File: config.mk
export PLATFORM = sky130hd
export DESIGN_NAME = uart_tx_data
export DESIGN_NICKNAME = d
export VERILOG_FILES = /design/src/rtl/uart_tx_data.sv
export SDC_FILE = /design/constraint.sdc
export NUM_CORES = 1
export LEC_CHECK = 0
export ABC_AREA = 1
export CAP_MARGIN = 10
export CELL_PAD_IN_SITES_DETAIL_PLACEMENT = 0
export CELL_PAD_IN_SITES_GLOBAL_PLACEMENT = 1
export CORE_ASPECT_RATIO = 1.1
export CORE_MARGIN = 2
export CORE_UTILIZATION = 45
export DETAILED_ROUTE_END_ITERATION = 10
export PLACE_DENSITY = 0.87
export SYNTH_ARGS = -nofsm -noshare
export SYNTH_HDL_FRONTEND = slang
export SYNTH_SLANG_ARGS = --single-unit
export TNS_END_PERCENT = 10
File: constraint.sdc
create_clock -name i_CLK -period 3.3 [get_ports i_CLK]
set_clock_uncertainty 0.15 [all_clocks]
set_input_delay 0.99 -clock i_CLK [delete_from_list [all_inputs] [get_ports i_CLK]]
set_output_delay 0.99 -clock i_CLK [all_outputs]
set_load 0.02 [all_outputs]
File: src/rtl/uart_tx_data.sv
// uart_tx_data
//   Builds the host-bound telemetry frame and feeds it to the byte UART TX.
//   The frame is 12 bytes: "ST", flag, threshold, X hi/lo, Y hi/lo, an XOR
//   checksum over bytes 2..7, and then "END". The flag, threshold and
//   coordinates are captured when i_SEND is taken, so later input changes do
//   not alter a frame that is already in flight.
//
// Ports
//   i_CLK, i_RST_N     clock, asynchronous active-low reset
//   i_SEND             one-cycle frame request (ignored while busy)
//   i_COLOR_FLAG       colour/binary mode flag to report
//   i_THRESHOLD        binary threshold to report
//   i_X, i_Y           marker centroid, truncated to 16 bits in the frame
//   o_TX_DV            strobe to the UART TX: o_TX_BYTE is valid
//   o_TX_BYTE          byte for the UART TX
//   i_TX_ACTIVE        UART TX is shifting a byte
//   i_TX_DONE          UART TX finished the stop bit
//   o_BUSY             frame in progress
//   o_FRAME_DONE       one-cycle pulse after the last byte completes
//   o_State            FSM state, for debug
module uart_tx_data #(
  parameter int unsigned GAP_CYCLES = 16,
  parameter int unsigned COORD_W    = 16
) (
  input  logic               i_CLK,
  input  logic               i_RST_N,
  input  logic               i_SEND,
  input  logic               i_COLOR_FLAG,
  input  logic [7:0]         i_THRESHOLD,
  input  logic [COORD_W-1:0] i_X,
  input  logic [COORD_W-1:0] i_Y,
  output logic               o_TX_DV,
  output logic [7:0]         o_TX_BYTE,
  input  logic               i_TX_ACTIVE,
  input  logic               i_TX_DONE,
  output logic               o_BUSY,
  output logic               o_FRAME_DONE,
  output logic [2:0]         o_State
);

  localparam logic [2:0] S_IDLE  = 3'd0;
  localparam logic [2:0] S_LOAD  = 3'd1;
  localparam logic [2:0] S_ISSUE = 3'd2;
  localparam logic [2:0] S_WAIT  = 3'd3;
  localparam logic [2:0] S_GAP   = 3'd4;

  localparam logic [3:0] LAST_IDX = 4'd11;

  localparam int unsigned GW = (GAP_CYCLES > 1) ? $clog2(GAP_CYCLES) : 1;
  localparam logic [GW-1:0] GAP_LAST = GW'((GAP_CYCLES > 0) ? GAP_CYCLES - 1 : 0);

  logic [2:0]    state_q,   state_d;
  logic [3:0]    idx_q,     idx_d;
  logic [GW-1:0] gap_q,     gap_d;
  logic          flag_q,    flag_d;
  logic [7:0]    thr_q,     thr_d;
  logic [15:0]   x_q,       x_d;
  logic [15:0]   y_q,       y_d;
  logic [7:0]    csum_q,    csum_d;
  logic [7:0]    tx_byte_q, tx_byte_d;
  logic          busy_q,    busy_d;
  logic          fdone_q,   fdone_d;

  logic [3:0]    byte_sel;
  logic [7:0]    frame_byte;

  // The byte register is loaded on entry to ISSUE so that o_TX_DV can be
  // raised combinationally in ISSUE as soon as the transmitter is idle.
  // Leaving WAIT the index has not yet advanced, hence the +1 there.
  always_comb begin
    byte_sel = (state_q == S_WAIT) ? idx_q + 4'd1 : idx_q;
    case (byte_sel)
      4'd0:    frame_byte = 8'h53;
      4'd1:    frame_byte = 8'h54;
      4'd2:    frame_byte = {7'b0, flag_q};
      4'd3:    frame_byte = thr_q;
      4'd4:    frame_byte = x_q[15:8];
      4'd5:    frame_byte = x_q[7:0];
      4'd6:    frame_byte = y_q[15:8];
      4'd7:    frame_byte = y_q[7:0];
      4'd8:    frame_byte = csum_q;
      4'd9:    frame_byte = 8'h45;
      4'd10:   frame_byte = 8'h4E;
      4'd11:   frame_byte = 8'h44;
      default: frame_byte = '0;
    endcase
  end

  always_comb begin
    state_d   = state_q;
    idx_d     = idx_q;
    gap_d     = gap_q;
    flag_d    = flag_q;
    thr_d     = thr_q;
    x_d       = x_q;
    y_d       = y_q;
    csum_d    = csum_q;
    tx_byte_d = tx_byte_q;
    busy_d    = busy_q;
    fdone_d   = 1'b0;

    case (state_q)
      S_IDLE: begin
        // The FSM is already back in IDLE while o_FRAME_DONE is high; a
        // request in that cycle still belongs to the finishing frame.
        if (i_SEND && !fdone_q) begin
          flag_d  = i_COLOR_FLAG;
          thr_d   = i_THRESHOLD;
          x_d     = 16'(i_X);
          y_d     = 16'(i_Y);
          idx_d   = '0;
          busy_d  = 1'b1;
          state_d = S_LOAD;
        end
      end
      S_LOAD: begin
        csum_d    = {7'b0, flag_q} ^ thr_q ^ x_q[15:8] ^ x_q[7:0]
                    ^ y_q[15:8] ^ y_q[7:0];
        tx_byte_d = frame_byte;
        state_d   = S_ISSUE;
      end
      S_ISSUE: begin
        if (!i_TX_ACTIVE) state_d = S_WAIT;
      end
      S_WAIT: begin
        if (i_TX_DONE) begin
          if (idx_q == LAST_IDX) begin
            fdone_d = 1'b1;
            busy_d  = 1'b0;
            state_d = S_IDLE;
          end else begin
            idx_d = idx_q + 4'd1;
            if (GAP_CYCLES > 0) begin
              gap_d   = '0;
              state_d = S_GAP;
            end else begin
              tx_byte_d = frame_byte;
              state_d   = S_ISSUE;
            end
          end
        end
      end
      S_GAP: begin
        if (gap_q == GAP_LAST) begin
          tx_byte_d = frame_byte;
          state_d   = S_ISSUE;
        end else begin
          gap_d = gap_q + 1'b1;
        end
      end
      default: state_d = S_IDLE;
    endcase
  end

  always_ff @(posedge i_CLK or negedge i_RST_N) begin
    if (!i_RST_N) begin
      state_q   <= S_IDLE;
      idx_q     <= '0;
      gap_q     <= '0;
      flag_q    <= 1'b0;
      thr_q     <= '0;
      x_q       <= '0;
      y_q       <= '0;
      csum_q    <= '0;
      tx_byte_q <= '0;
      busy_q    <= 1'b0;
      fdone_q   <= 1'b0;
    end else begin
      state_q   <= state_d;
      idx_q     <= idx_d;
      gap_q     <= gap_d;
      flag_q    <= flag_d;
      thr_q     <= thr_d;
      x_q       <= x_d;
      y_q       <= y_d;
      csum_q    <= csum_d;
      tx_byte_q <= tx_byte_d;
      busy_q    <= busy_d;
      fdone_q   <= fdone_d;
    end
  end

  assign o_TX_DV      = (state_q == S_ISSUE) && !i_TX_ACTIVE;
  assign o_TX_BYTE    = tx_byte_q;
  assign o_BUSY       = busy_q;
  assign o_FRAME_DONE = fdone_q;
  assign o_State      = state_q;

endmodule

Word level (Yosys, flattened, before mapping) --
Cells that the tools add are included. W data, S select, Z words.
Storage, ports and cells: input port bits 46, word-level logic and storage cells 82, register bits 70
Cells by class: add/sub/neg operators 2, equality and inequality tests 24, bitwise gates (word level) 5, mux-type cells 25, reductions and logical operators 15
Operator list (count):
- $pmux W8 S12 | 1
- $xor A8 B8 Y8 | 4
- $mux W4 | 7
- $eq A4 B4 Y1 const B | 6
- $eq A4 B3 Y1 const B | 4
- $pmux W4 S2 | 2
- $pmux W8 S2 | 1
- $reduce_and A4 Y1 | 4
- $mux W3 | 5
- $pmux W3 S5 | 1
- $ne A2 B2 Y1 const B | 6
- $add A4 B1 Y4 const B | 2
- $eq A4 B2 Y1 const B | 2
- $mux W8 | 1
- $xor A1 B8 Y8 | 1
- $eq A3 B2 Y1 const B | 2
- $mux W1 | 6
- $reduce_bool A2 Y1 | 3
- $eq A4 B1 Y1 const B | 1
- $logic_not A4 Y1 | 1
- $reduce_and A2 Y1 | 2
- $eq A3 B1 Y1 const B | 1
- $eq A3 B3 Y1 const B | 1
- $logic_not A3 Y1 | 1
- 4 further kinds | 6

Logic depth before layout (Yosys ltp) --
Gate-level depths: netlist of run 1.
depth in word-level cells 6, depth in mapped cells 13, gate-level depth less buffers 12

Worst setup path after synthesis of run 1 --
Ideal clock, no wire load.
kind in2out, start input i_TX_ACTIVE, end output o_TX_DV, stages 1, data required time 2.160 ns, setup slack 0.685 ns, buffers on the path 0, arrival time 1.475 ns, cell sequence nor3_1
On the way: longest elaborated chain between the ends 2
RTL lines:
- from (decl) | line 34 | input logic i_TX_ACTIVE,
- $logic_not A1 Y1 | line 183 | assign o_TX_DV = (state_q == S_ISSUE) && !i_TX_ACTIVE;
- $logic_and A1 B1 Y1 | line 183
- to (decl) | line 32 | output logic o_TX_DV,
No other way between the ends.

Worst setup path in the final report of run 1 --
Ends and elaborated chain as after synthesis.

==> summary.md, run 1 <==
| Metric | Value |
|---|---|
| Internal reg-to-reg setup slack | `0.81 ns` |
| Finished Cell Area | `4920 um2` |
| Critical Path Fanout Max | `2` |
| Final wirelength | `8930 um` |
| WHS | `0.330 ns` |
| Floorplan row count | `36` |
| Mapped Cells | `449` |
| Overall power | `4.88 mW` |
| Antenna diode count | `0` |
| Status | `finished clean` |
| Worst min-delay path startpoint | `o_TX_BYTE[2]$_DFFE_PN0P_` |
| Data arrival at the endpoint of the critical path | `1.92 ns` |
| Fin crit period | `3.06 ns` |
| Setup Fix Bufs, Post-CTS | `0` |
| Largest net degree at the start of global routing | `40` |
| Most frequent cells in the layout | `nand2_1, dfrtp_1, clkdlybuf4s50_1, nor2_1, nand3_1` |
| Cell count of the worst hold path | `2` |
| Reg-to-reg startpoint | `o_State[1]$_DFFE_PN0P_` |
| Crit end category | `output port` |
| Hold Path End | `o_TX_BYTE[2]$_DFFE_PN0P_` |
| CTS tree | `built` |
| Hold Fails Final Rpt | `0` |
| Layout area overhead | `21.4%` |
| Initial antenna violation count | `0` |
| Slew headroom | `0.386` |
| Kind of critical path | `in2out` |
| IO Count | `60` |
| Core ar. | `8830 um2` |
| Max-capacitance violation count | `0` |
| Sequential fraction of the synthesis area | `0.432` |
| Initial core utilization | `0.459` |
| Wire length on met2 | `4160 um` |
| Least-Margin Pin Slew | `0.921 ns` |
| Metal3 WL | `428 um` |
| CP Data Required Time | `2.16 ns` |
| Layout cells sized above 1 | `0.164` |
| CP startpoint kind | `input pin` |
| Leak Pwr | `2.33 nW` |
| Max VDD drop | `0.428 mV` |
| DP Area | `4740 um2` |
| Die Area | `9790 um2` |
| Syn Area/Cell | `9.03 um2` |
| Min-Delay Path Class | `reg2reg` |
| First-pass GRT wire length | `15200 um` |
| Post_cts resized | `1` |
| RSZ-0062 raised after global routing | `false` |
| Via count | `3200` |
| Gr usage total | `0.198` |
| Worst-case clock buffer depth | `2` |
| Final Net Count | `562` |
| GP Congestion | `0.766` |
| Skew-Pair Late Insertion Delay | `0.35 ns` |
| DRT Pass-1 Iters | `4` |
| Worst r2r dst | `o_TX_BYTE[6]$_DFFE_PN0P_` |
| GR Overflow Total | `0` |
| Reg2reg path depth | `12` |
| Port-buffer cells | `59` |
| Setup_tns | `0 ns` |
| Pwr dens | `991 nW/um2` |
| Crit share post-route | `0.927` |
| Mapped Nets | `498` |
| Max incr delay on CP | `0.42 ns` |
| DR vias/cell | `5.07` |
| Drt wl/cell | `14.1 um` |
| Yosys warning count | `0` |
| CTS sink count | `70` |
| Starting DRT DRC Count | `212` |
| Core Util, Final | `0.558` |
| Post-CTS Hold Fix Bufs | `0` |
| Reg clk slew, reported paths | `0.07 ns` |
| Commonest non-fill, non-tap cell in the layout | `nand2_1` |
| Footprint of the multi-input gates | `2050 um2` |
| Setup violations, final | `0` |
| Top Layer Used | `met4` |
| Die height | `104 um` |
| Register Area | `1750 um2` |
| Cell Area, Synth | `4060 um2` |
| Worst path top cell family by delay | `buffers and inverters` |
| Vias in the first global route | `3129` |
| CTS buffer count | `9` |
| Synth cell types | `32` |
| Met1 WL | `4160 um` |
| Antenna Violating Nets Remaining | `0` |
| WP buf/inv | `2` |
| Slowest cell on the critical path | `clkdlybuf4s50_1` |
| Fillers | `843` |
| H-Tree Depth | `3` |
| Die width | `94.5 um` |
| DRC Markers | `0` |
| Root buffer cell | `clkbuf_8` |
| Synth Register Bits | `70` |
| DP HPWL | `6320 um` |
| Maximum clock frequency | `327 MHz` |
| Max Slew Vio Count | `0` |
| CP cell instances | `clkdlybuf4s50_1, nor3_1, dlygate4sd2_1` |
==> stage by stage <==
step / worst slack [ns] / instances
floorplan: 0.685 / 449
global placement: -0.0436 / 616
detailed placement: -0.0401 / 616
CTS: 0.236 / 631
global route: 0.202 / 631
finish: 0.242 / 631
==> synthesized netlist by cell type <==
cell type	n	area (um2)
nand2_4	5	56.3
or2_2	7	43.8
mux2_2	10	113
nand3_1	35	175
nor2_2	1	6.26
nand2_1	104	390
nand2_8	2	40.0
nand2_2	9	56.3
buf_2	5	25.0
nor2_8	3	60.1
a21oi_1	18	90.1
inv_1	28	105
dfrtp_1	70	1750
ha_1	3	37.5
nand3_4	2	35.0
inv_2	6	22.5
nor3_1	2	10.0
xor2_1	16	140
nand4_1	13	81.3
buf_8	2	30.0
o21ai_1	2	10.0
buf_6	4	45.0
nand3_2	13	130
nor3_2	1	10.0
xnor2_1	13	114
bufinv_8	1	17.5
nor2_4	3	33.8
buf_1	1	3.75
mux2_1	19	214
o21ai_0	9	45.0
o21ai_2	1	8.76
nor2_1	41	154
==> worst max-delay path by stage <==
stage | start | end | slack [ns] | depth (start not counted)
final | i_TX_ACTIVE | o_TX_DV | 0.24 | 3
after global routing | i_TX_ACTIVE | o_TX_DV | 0.20 | 3
after CTS | i_TX_ACTIVE | o_TX_DV | 0.24 | 3
after floorplan | i_TX_ACTIVE | o_TX_DV | 0.69 | 1
after global placement | i_TX_ACTIVE | o_TX_DV | -0.04 | 3
after detailed placement | i_TX_ACTIVE | o_TX_DV | -0.04 | 3
==> report_power, final <==
part | internal (mW) | switching, mW
Clock | 0.363 | 0.328
Combinational | 1.06 | 1.50
Sequential | 1.25 | 0.365
==> sequential cells by signal, indices dropped and copies added (netlist names) <==
name and count:
x_q 16, y_q 16, csum_q 8, o_TX_BYTE 8, thr_q 8, gap_q 4, idx_q 4, o_State 3
flag_q 1, o_BUSY 1, o_FRAME_DONE 1
==> tightest hold or removal path: stages (launching register included) <==
cell	delay, ns
dfrtp_1	0.34
nand2_1	0.05
nand2_1	0.05
==> routing by layer <==
metal | up-vias | global-route usage
li1 | 1585 | -
met1 | 1518 | 0.273
met2 | 81 | 0.319
met3 | 16 | 0.0422
met4 | 0 | 0.0497
met5 | - | 0
==> kinds of logic after synthesis <==
kind of cell | after synthesis | synth area share
XOR/XNOR | 29 | 0.0626
buffers and inverters | 47 | 0.0614
AND/OR/NAND/NOR | 241 | 0.316
adder cells (fa/ha/maj) | 3 | 0.00926
multiplexers | 29 | 0.0805
flip-flops | 70 | 0.432
AO/OA/AOI/OAI | 30 | 0.0380
==> final cells by class <==
class	instances	area share
clock buffer	11	0.0287
clock inverter	4	0.00965
inverter	35	0.0295
multi-input combinational	332	0.417
sequential	70	0.356
tap	114	0.0290
timing repair buffer	65	0.130
(Power assumes the default switching activity.)
==> run 2, diff against run 1 <==
- PLACE_DENSITY: 0.87 -> 0.95
==> summary.md, run 2 (synthesis results as in run 1) <==
| Metric | Value |
|---|---|
| Reg clk slew, reported paths | `0.07 ns (about the same)` |
| Via count | `3219 (was 3200)` |
| Maximum clock frequency | `326 MHz (was 327 MHz)` |
| Setup_tns | `0 ns (unchanged)` |
| RSZ-0062 raised after global routing | `false (unchanged)` |
| Max-capacitance violation count | `0 (unchanged)` |
| Least-Margin Pin Slew | `0.545 ns (was 0.921 ns)` |
| Registers with the most flip-flops | `x_q (16), y_q (16) (unchanged)` |
| Post_cts resized | `1 (unchanged)` |
| H-Tree Depth | `3 (unchanged)` |
| Crit share post-route | `0.931 (was 0.927)` |
| Gr usage total | `0.196 (was 0.198)` |
| Fillers | `790 (was 843)` |
| Worst-case clock buffer depth | `2 (unchanged)` |
| Fin crit period | `3.07 ns (was 3.06 ns)` |
| Leak Pwr | `2.35 nW (was 2.33 nW)` |
| Die height | `104 um (unchanged)` |
| Root buffer cell | `clkbuf_8 (unchanged)` |
| Final Net Count | `561 (was 562)` |
| Skew-Pair Late Insertion Delay | `0.35 ns (about the same)` |
| Overall power | `5.08 mW (was 4.88 mW)` |
| Status | `finished clean (unchanged)` |
| Drt wl/cell | `14.0 um (was 14.1 um)` |
| Antenna diode count | `0 (unchanged)` |
| Crit end category | `output port (unchanged)` |
| DR vias/cell | `5.10 (was 5.07)` |
| GP Congestion | `0.816 (was 0.766)` |
| CTS tree | `built (unchanged)` |
| CP Data Required Time | `2.16 ns (about the same)` |
| Max Slew Vio Count | `0 (unchanged)` |
| Kind of critical path | `in2out (unchanged)` |
| Final wirelength | `8860 um (was 8930 um)` |
| Die width | `94.5 um (unchanged)` |
| Post-CTS Hold Fix Bufs | `0 (unchanged)` |
| Max VDD drop | `0.381 mV (was 0.428 mV)` |
| GR Overflow Total | `0 (unchanged)` |
| Largest net degree at the start of global routing | `41 (was 40)` |
| CTS buffer count | `9 (unchanged)` |
| Layout cells sized above 1 | `0.166 (was 0.164)` |
| Vias in the first global route | `3237 (was 3129)` |
| Data arrival at the endpoint of the critical path | `1.93 ns (was 1.92 ns)` |
| Port-buffer cells | `59 (unchanged)` |
| DRT Pass-1 Iters | `5 (was 4)` |
| Floorplan row count | `36 (unchanged)` |
| Antenna Violating Nets Remaining | `0 (unchanged)` |
| Hold Fails Final Rpt | `0 (unchanged)` |
| Min-Delay Path Class | `reg2reg (unchanged)` |
| Initial antenna violation count | `0 (unchanged)` |
| Setup Fix Bufs, Post-CTS | `0 (unchanged)` |
| DRC Markers | `0 (unchanged)` |
| IO Count | `60 (unchanged)` |
| DP HPWL | `6460 um (was 6320 um)` |
| Critical Path Fanout Max | `2 (unchanged)` |
| Slew headroom | `0.636 (was 0.386)` |
| CP startpoint kind | `input pin (unchanged)` |
| Core ar. | `8830 um2 (unchanged)` |
| CTS sink count | `70 (unchanged)` |
| Layout area overhead | `22.9% (was 21.4%)` |
| Die Area | `9790 um2 (unchanged)` |
| Most frequent cells in the layout | `nand2_1, dfrtp_1, clkdlybuf4s50_1, nor2_1, nand3_1 (unchanged)` |
| Commonest non-fill, non-tap cell in the layout | `nand2_1 (unchanged)` |
| Starting DRT DRC Count | `194 (was 212)` |
| First-pass GRT wire length | `15200 um (about the same)` |
| Setup violations, final | `0 (unchanged)` |
| Initial core utilization | `0.459 (unchanged)` |
| Pwr dens | `1020 nW/um2 (was 991 nW/um2)` |
==> run 2: critical path: stages <==
cell and delay (ns):
clkdlybuf4s50_1 0.42, nor3_1 0.17, dlygate4sd2_1 0.35
==> run 2: power breakdown <==
group,internal (mW),switching (mW),total [mW]
Combinational,1.07,1.51,2.57
Sequential,1.25,0.370,1.62
Clock,0.543,0.335,0.879
==> run 2: final timing paths <==
kind / from / to / slack (ns) / depth (start not counted)
setup / recovery: i_TX_ACTIVE / o_TX_DV / 0.23 / 3
hold / removal: csum_q[3]$_DFFE_PN0N_ / csum_q[3]$_DFFE_PN0N_ / 0.33 / 2
setup reg to reg: o_State[1]$_DFFE_PN0P_ / o_TX_BYTE[2]$_DFFE_PN0P_ / 0.77 / 12
hold reg to reg: csum_q[3]$_DFFE_PN0N_ / csum_q[3]$_DFFE_PN0N_ / 0.33 / 2
max in group asynchronous: i_RST_N / y_q[10]$_DFFE_PN0P_ / 1.85 / 2
min in group asynchronous: i_RST_N / idx_q[2]$_DFFE_PN0P_ / 0.40 / 1
==> run 2: layer usage <==
metal / part of all wire / GRT usage
met5: 0 / 0
met1: 0.43 / 0.253
met2: 0.50 / 0.322
met4: 0.012 / 0.0807
met3: 0.065 / 0.0364
==> run 2: final cells by class <==
class                      count  area (um2)  area share
clock buffer                  11         151      0.0304
inverter                      35         145      0.0291
clock inverter                 5         105      0.0211
timing repair buffer          64         634       0.127
tap                          114         143      0.0286
multi-input combinational    332        2050       0.412
sequential                    70        1750       0.351
==> run 2: stage by stage <==
stage                util  setup WS [ns]  std cells  hold slack [ns]  area, um2
finish              0.565          0.229        631            0.333       4980
CTS                 0.565          0.223        631            0.339       4980
floorplan               -          0.685        449            0.299       4060
detailed placement  0.536        -0.0574        615            0.319       4730
global route        0.565          0.194        631            0.361       4980
global placement    0.536        -0.0395        615            0.314       4730
==> run 3, diff against run 2 <==
- GPL_TIMING_DRIVEN: default -> 0
- SKIP_CTS_REPAIR_TIMING: default -> 1
==> summary.md, run 3 (synthesis results as in run 1) <==
| Metric | Value |
|---|---|
| Status | `finished clean (unchanged)` |
| CP startpoint | `i_TX_ACTIVE (unchanged)` |
| Place WS | `-0.0596 ns (was -0.0574 ns)` |
| Overall power | `5.17 mW (was 5.08 mW)` |
| Critical Path Fanout Max | `2 (unchanged)` |
| Gr usage total | `0.208 (was 0.196)` |
| Root buffer cell | `clkbuf_8 (unchanged)` |
| Reg-to-reg startpoint | `o_State[0]$_DFFE_PN0P_ (was o_State[1]$_DFFE_PN0P_)` |
| Initial antenna violation count | `0 (unchanged)` |
| Data arrival at the endpoint of the critical path | `1.83 ns (was 1.93 ns)` |
| Most frequent cells in the layout | `nand2_1, dfrtp_1, clkdlybuf4s50_1, nor2_1, nand3_1 (unchanged)` |
| Via count | `3251 (was 3219)` |
| Reg clk slew, reported paths | `0.07 ns (about the same)` |
| Vias in the first global route | `3295 (was 3237)` |
| Max Slew Vio Count | `0 (unchanged)` |
| Sw power | `2.26 mW (was 2.21 mW)` |
| Floorplan row count | `36 (unchanged)` |
| Max incr delay on CP | `0.43 ns (was 0.42 ns)` |
| Cell count of the worst hold path | `2 (unchanged)` |
| DRC Markers | `0 (unchanged)` |
| IO Count | `60 (unchanged)` |
| Die Area | `9790 um2 (unchanged)` |
| Max-capacitance violation count | `0 (unchanged)` |
| Layout cells sized above 1 | `0.174 (was 0.166)` |
| Maximum clock frequency | `337 MHz (was 326 MHz)` |
| Registers with the most flip-flops | `x_q (16), y_q (16) (unchanged)` |
| DRT Pass-1 Iters | `4 (was 5)` |
| DP HPWL | `6860 um (was 6460 um)` |
| Sequential Power Share | `0.312 (was 0.320)` |
| Post-route setup slack | `0.332 ns (was 0.229 ns)` |
| Sw frac | `0.436 (about the same)` |
| Crit end category | `output port (unchanged)` |
| Skew-Pair Late Insertion Delay | `0.35 ns (about the same)` |
| Comb power frac | `0.525 (was 0.507)` |
| Core Util, Final | `0.570 (was 0.565)` |
| Antenna Violating Nets Remaining | `0 (unchanged)` |
| Least-Margin Pin Slew | `0.875 ns (was 0.545 ns)` |
| CP startpoint kind | `input pin (unchanged)` |
| Slew headroom | `0.417 (was 0.636)` |
| Worst r2r dst | `o_TX_BYTE[4]$_DFFE_PN0P_ (was o_TX_BYTE[2]$_DFFE_PN0P_)` |
| CTS sink count | `70 (unchanged)` |
| H-Tree Depth | `3 (unchanged)` |
| Kind of critical path | `in2out (unchanged)` |
| Starting DRT DRC Count | `135 (was 194)` |
| P_int | `2.91 mW (was 2.87 mW)` |
| Max VDD drop | `0.450 mV (was 0.381 mV)` |
| Reg2reg path depth | `12 (unchanged)` |
| Hold Fails Final Rpt | `0 (unchanged)` |
| Min-Delay Path Class | `reg2reg (unchanged)` |
| Core ar. | `8830 um2 (unchanged)` |
| Setup violations, final | `0 (unchanged)` |
| Die height | `104 um (unchanged)` |
| Crit share post-route | `0.899 (was 0.931)` |
| Final wirelength | `9430 um (was 8860 um)` |
| Port-buffer cells | `59 (unchanged)` |
| Layout area overhead | `24.1% (was 22.9%)` |
| Final Net Count | `568 (was 561)` |
| Hold Path End | `csum_q[3]$_DFFE_PN0N_ (unchanged)` |
| CP Data Required Time | `2.16 ns (about the same)` |
| GP Congestion | `0.826 (was 0.816)` |
| Commonest non-fill, non-tap cell in the layout | `nand2_1 (unchanged)` |
| Initial core utilization | `0.459 (unchanged)` |
| Antenna diode count | `0 (unchanged)` |
| Worst min-delay path startpoint | `csum_q[3]$_DFFE_PN0N_ (unchanged)` |
| Slowest cell on the critical path | `clkdlybuf4s50_1 (unchanged)` |
| Internal reg-to-reg setup slack | `0.91 ns (was 0.77 ns)` |
| WHS | `0.337 ns (was 0.333 ns)` |
| DR vias/cell | `5.10 (about the same)` |
| GR Overflow Total | `0 (unchanged)` |
| Leak Pwr | `2.39 nW (was 2.35 nW)` |
| Largest net degree at the start of global routing | `71 (was 41)` |
| CTS tree | `built (unchanged)` |
| CTS buffer count | `9 (unchanged)` |
| Die width | `94.5 um (unchanged)` |
| Worst-case clock buffer depth | `2 (unchanged)` |
| RSZ-0062 raised after global routing | `false (unchanged)` |
| Pwr dens | `1030 nW/um2 (was 1020 nW/um2)` |
| Clock power share | `0.164 (was 0.173)` |
| First-pass GRT wire length | `15900 um (was 15200 um)` |
| Fin crit period | `2.97 ns (was 3.07 ns)` |
| CP cell instances | `clkdlybuf4s50_1, nor3_1, dlymetal6s2s_1 (was clkdlybuf4s50_1, nor3_1, dlygate4sd2_1)` |
| Drt wl/cell | `14.8 um (was 14.0 um)` |
==> run 3: power by group through the flow <==
stage / sequential [mW] / combinational (mW) / clock [mW]
2_1_floorplan: 1.60 / 2.00 / 0
3_5_place_dp: 1.63 / 2.71 / 0
5_1_grt: 1.65 / 3.02 / 0.914
4_1_cts: 1.61 / 2.73 / 0.870
6_report: 1.61 / 2.71 / 0.846
3_3_place_gp: 1.61 / 2.65 / 0
==> run 3: per-stage QoR <==
stage,std cells,TNS (ns),instance area [um2]
finish,637,0,5030
global route,637,0,5030
CTS,637,-0.0669,5030
detailed placement,622,-0.0596,4790
global placement,622,-91.51,4790
floorplan,449,0,4060
==> run 3: cell type report <==
| type | instances | area, um2 |
|---|---|---|
| plain buffers | 12 | 104 |
| clock buffers | 10 | 138 |
| clock inverters | 5 | 106 |
| fillers | 806 | 3800 |
| inverters | 35 | 145 |
| multi-input cells | 332 | 2050 |
| flip-flops and latches | 70 | 1750 |
| well taps | 114 | 143 |
| repair buffers | 59 | 591 |
==> run 3: layer usage <==
layer	track usage	part of all wire	wire length [um]
met4	0.0745	0.018	167
met5	0	0	0
met2	0.340	0.49	4660
met1	0.277	0.45	4230
met3	0.0364	0.039	372
==> run 3: worst max-delay path, delay by kind of cell <==
kind | cells | cell delay, ns
buf+inv | 2 | 0.68
simple gates | 1 | 0.16
==> run 3: how the worst max path moves through the flow <==
stage,end,cells past startpoint
6_report,o_TX_DV,3
5_1_grt,o_TX_DV,3
4_1_cts,o_TX_DV,3
3_5_place_dp,o_TX_DV,3
3_3_place_gp,thr_q[7]$_DFFE_PN0P_,1
2_1_floorplan,o_TX_DV,1
